--- src/rtl/rr_req_gnt_controller.sv ---
// Round-robin owner controller for one shared resource: registered one-hot grant,
// bounded hold time with a one-cycle timeout pulse on forced release.
//
// state | meaning
// ------+------------------------------------------------------------
// IDLE  | no owner; any sampled request is granted on the next edge
// BUSY  | one owner holds gnt; hold_cnt counts its consecutive cycles
module rr_req_gnt_controller #(
    parameter int N        = 4,
    parameter int MAX_HOLD = 8,
    parameter int ID_W     = $clog2(N),
    parameter int CNT_W    = $clog2(MAX_HOLD + 1)
) (
    input  logic            clk,
    input  logic            rst,
    input  logic [N-1:0]    req,
    output logic [N-1:0]    gnt,
    output logic [ID_W-1:0] gnt_id,
    output logic            busy,
    output logic            timeout
);

    typedef enum logic {
        IDLE = 1'b0,
        BUSY = 1'b1
    } state_t;

    localparam int IW1 = ID_W + 1;

    state_t           state_q, state_d;
    logic [N-1:0]     gnt_q, gnt_d;
    logic [ID_W-1:0]  id_q, id_d;
    logic [ID_W-1:0]  ptr_q, ptr_d;
    logic [CNT_W-1:0] hold_q, hold_d;
    logic             timeout_q, timeout_d;

    logic [N-1:0]     arb_req;
    logic             arb_found;
    logic [ID_W-1:0]  arb_winner;
    logic [IW1-1:0]   scan_idx;

    function automatic logic [ID_W-1:0] wrap_inc(input logic [ID_W-1:0] idx);
        if (idx == ID_W'(N - 1)) begin
            return '0;
        end
        return idx + ID_W'(1);
    endfunction

    // The current owner is never a candidate: on normal release its bit is
    // already low, and on forced release it must be skipped for this round.
    assign arb_req = req & ~gnt_q;

    always_comb begin
        arb_found  = 1'b0;
        arb_winner = '0;
        scan_idx   = '0;
        for (int i = 0; i < N; i++) begin
            scan_idx = {1'b0, ptr_q} + IW1'(i);
            if (scan_idx >= IW1'(N)) begin
                scan_idx = scan_idx - IW1'(N);
            end
            if (!arb_found && arb_req[scan_idx[ID_W-1:0]]) begin
                arb_found  = 1'b1;
                arb_winner = scan_idx[ID_W-1:0];
            end
        end
    end

    always_comb begin
        state_d   = state_q;
        gnt_d     = gnt_q;
        id_d      = id_q;
        ptr_d     = ptr_q;
        hold_d    = hold_q;
        timeout_d = 1'b0;

        case (state_q)
            IDLE: begin
                if (arb_found) begin
                    state_d = BUSY;
                    gnt_d   = N'(1) << arb_winner;
                    id_d    = arb_winner;
                    ptr_d   = wrap_inc(arb_winner);
                    hold_d  = CNT_W'(1);
                end
            end
            BUSY: begin
                if (req[id_q] && (hold_q < CNT_W'(MAX_HOLD))) begin
                    hold_d = hold_q + CNT_W'(1);
                end else if (arb_found) begin
                    // Handover with no idle cycle; a still-requesting owner
                    // reaching here was force-released.
                    timeout_d = req[id_q];
                    gnt_d     = N'(1) << arb_winner;
                    id_d      = arb_winner;
                    ptr_d     = wrap_inc(arb_winner);
                    hold_d    = CNT_W'(1);
                end else if (req[id_q]) begin
                    timeout_d = 1'b1;
                    ptr_d     = wrap_inc(id_q);
                    hold_d    = CNT_W'(1);
                end else begin
                    state_d = IDLE;
                    gnt_d   = '0;
                    hold_d  = '0;
                end
            end
            default: begin
                state_d = IDLE;
                gnt_d   = '0;
                hold_d  = '0;
            end
        endcase
    end

    always_ff @(posedge clk or negedge rst) begin
        if (!rst) begin
            state_q   <= IDLE;
            gnt_q     <= '0;
            id_q      <= '0;
            ptr_q     <= '0;
            hold_q    <= '0;
            timeout_q <= 1'b0;
        end else begin
            state_q   <= state_d;
            gnt_q     <= gnt_d;
            id_q      <= id_d;
            ptr_q     <= ptr_d;
            hold_q    <= hold_d;
            timeout_q <= timeout_d;
        end
    end

    assign gnt     = gnt_q;
    assign gnt_id  = id_q;
    assign busy    = |gnt_q;
    assign timeout = timeout_q;

endmodule

--- config.mk ---
export PLATFORM = sky130hd
export DESIGN_NAME = rr_req_gnt_controller
export DESIGN_NICKNAME = d
export VERILOG_FILES = /design/src/rtl/rr_req_gnt_controller.sv
export SDC_FILE = /design/constraint.sdc
export NUM_CORES = 1
export LEC_CHECK = 0
export BUFFER_PORTS_ARGS = -buffer_cell sky130_fd_sc_hd__buf_2
export CAP_MARGIN = 25
export CORE_UTILIZATION = 50
export CTS_BUF_LIST = sky130_fd_sc_hd__clkbuf_2 sky130_fd_sc_hd__clkbuf_4 sky130_fd_sc_hd__clkbuf_8
export DETAILED_ROUTE_END_ITERATION = 10
export PLACE_DENSITY = 0.73
export SYNTH_ARGS = -nofsm -noshare
export SYNTH_HDL_FRONTEND = slang
export SYNTH_SLANG_ARGS = --single-unit
--- constraint.sdc ---
create_clock -name clk -period 2.2 [get_ports clk]
set_clock_uncertainty 0.05 [all_clocks]
set_input_delay 0.22 -clock clk [delete_from_list [all_inputs] [get_ports clk]]
set_output_delay 0.22 -clock clk [all_outputs]
set_load 0.01 [all_outputs]
==> metrics <==
metal2 WL=954 um; Vias=735; Fin Hold WS=311.8 ps; most common cell in the synthesized netlist=dfrtp_1; DR iter-0 viols=33; top post-synthesis cells by area=dfrtp_1 40%, ha_1 8.6%, nand2_1 5.6%, o31ai_1 4.3%, mux2i_1 3.4%; Ys Warns=0; startpoint types=flip-flop; initial antenna violation count=0; top-area cell type share of the netlist area=40.06%; Comb pwr share=56.0%; Die Span X=43.83 um; IO buf count=13; Synth Net Count=104; Worst Max-Slew Pin Slew=315.4 ps; fin crit share=97.69%; fill count=133; CP required=2310 ps; Final #Nets=126; first-pass GRT wire length=3.174 mm; Mean Syn Cell Area=9.506 um^2; DR WL met3=77 um; gpl congestion=0.7884; P_sw=0.6314 mW; ys async rst share=100.0%; Top Ports=14; Fin. Hold Viols=0; post-route minimum period=2149 ps; total of max-cap violations=0; outcome=finished clean; worst path cell trace=or2b_1, o211a_1, a21oi_2, inv_1, ha_1, mux2_2, mux2_4; die height=43.83 um; Initial Util=55.48%; top layer in use=met3; post-synthesis sequential area ratio=40.06%; # rows=14; slowest stage delay, CP=450 ps; core box area=1577 um^2; P per Cell Area=1437 nW/um^2; Mapped Cells=92; DR WL/cell=15.32 um; number of buffers created by CTS=3; Critical Path End Type=flip-flop; DIE AREA=1921 um^2; critical-path maximum fanout=5; Crit Path Class=reg2reg; Clock Power Share=12.1%; GR Overflow Total=0; CTS tree=built; Leakage=0.5130 nW; sequential cell area=351.6 um^2; CTS Buffer Depth=2; clock latency on the worst-skew pair=280 ps; vias in the first global route=691; Critical-path top delay cell=dfrtp_2; Critical Path AT=2260 ps; hpwl dp=1.369 mm; clock sinks=14; Int Pwr=0.8571 mW; CTS clk-pin slew, worst paths=80 ps; Post-synth EDFFs=0; peak supply drop=0.0008346 V; Distinct cells, synth=32; Sw Share=42.42%; Fmax achieved=465.3 MHz; slew margin rel.=78.64%; Worst Hold Class=in2async; DRC viols=0; max-slew violations=0; drt total wl=1.976 mm; n_diodes=0; Root Driver=clkbuf_4; Vias/cell=5.698; fraction of layout cells with a size suffix above 1=26.55%; Final ANT Viol Nets=0; post-synth top area cell=dfrtp_1; setup TNS=0 ps; register bit count reported by yosys=14; H-tree Lvls=1; met1 wire length=944 um; Area Growth Syn to Fin=18.45%; Mapped Area=874.6 um^2; most frequent cells after synthesis=14 x dfrtp_1, 13 x nand2_1, 8 x inv_1; DR pass1 iterations=4; final setup fails=0; Sequential Power Share=31.8%; largest net degree at the start of global routing=15; GRT Resource Usage Total=23.06%; Synth Flop Type=dfrtp_1; final core utilization=65.71%; area of the multi-input gates=485.5 um^2
## routing by layer
layer | up-vias | track usage (%)
met5 | - | 0
met4 | 0 | 8.125
met3 | 0 | 7.917
met2 | 25 | 34.33
met1 | 345 | 31.13
li1 | 365 | -
## power by group through the flow
stage | clock network, mW | logic [mW] | registers, mW
finish | 0.181 | 0.834 | 0.474
global route | 0.200 | 0.932 | 0.490
CTS | 0.186 | 0.787 | 0.460
detailed placement | 0 | 0.771 | 0.463
global placement | 0 | 0.755 | 0.460
floorplan | 0 | 0.552 | 0.461
## logic make-up after synthesis
family | count (synthesis) | synth area share, %
simple gates | 34 | 20.17
flops | 14 | 40.06
fa+ha+maj | 6 | 8.583
compound gates | 22 | 17.88
mux | 6 | 7.725
buf+inv | 10 | 5.580
## layout make-up
| cell class | instances | share of cell area (%) |
|---|---|---|
| Tap cell | 16 | 1.932 |
| Multi-Input combinational cell | 68 | 46.86 |
| Timing Repair Buffer | 19 | 10.87 |
| Inverter | 8 | 2.899 |
| Sequential cell | 14 | 33.94 |
| Clock buffer | 4 | 3.502 |
## worst paths after layout
| check | startpoint | end | slack [ps] | cells past startpoint |
|---|---|---|---|---|
| worst max-delay path | gnt[0]$_DFFE_PN0P_ | ptr_q[1]$_DFFE_PN0P_ | 50 | 7 |
| worst max register to register | gnt[0]$_DFFE_PN0P_ | ptr_q[1]$_DFFE_PN0P_ | 50 | 7 |
| max in group asynchronous | rst | gnt[0]$_DFFE_PN0P_ | 1530 | 2 |
| worst min-delay path | rst | gnt[2]$_DFFE_PN0P_ | 310 | 2 |
| worst min register to register | hold_q[2]$_DFFE_PN0P_ | hold_q[2]$_DFFE_PN0P_ | 490 | 2 |
| min in group clk | req[3] | state_q$_DFF_PN0_ | 450 | 4 |
## repair_timing
action | CTS | global route
buffers inserted | 0 | 2
endpoints found under the hold margin | 14 | 0
endpoints found under the setup margin | 0 | 1
hold buffers | 1 | 0
gates resized for setup | 0 | 3
## flip-flops by register name, indices dropped and copies added (netlist names)
register,count
hold_q,4
gnt_id,2
state_q,1
gnt,4
timeout,1
ptr_q,2
## worst max-delay path, delay by kind of cell, from the launching register on
family	cells	cell delay, ps
compound gates	2	360
mux	2	540
simple gates	1	260
buf+inv	1	90
fa+ha+maj	1	280
flops	1	450
## through the flow
step,cells,instance area (um^2),worst slack [ps],power [mW]
4_1_cts,127,1010,28.34,1.433
2_1_floorplan,92,874.6,72.22,1.013
5_1_grt,129,1036,-102.2,1.622
3_3_place_gp,122,963.4,102.8,1.215
3_5_place_dp,122,963.4,62.36,1.235
6_report,129,1036,50.80,1.489
## layout by cell type, fill, tap and decap left out, types with 2 or more instances in the layout
cell	netlist	layout
nand2_1	13	13
dfrtp_1	14	13
buf_2	0	13
inv_1	8	8
o21ai_0	6	6
ha_1	6	6
nor2_1	5	5
o31ai_1	5	5
buf_4	1	5
nand2b_1	4	4
mux2i_1	3	3
clkbuf_4	0	3
nand4_1	2	2
mux2_2	2	2
nand3b_1	2	2
a21oi_1	3	2
(Power assumes the default switching activity.)
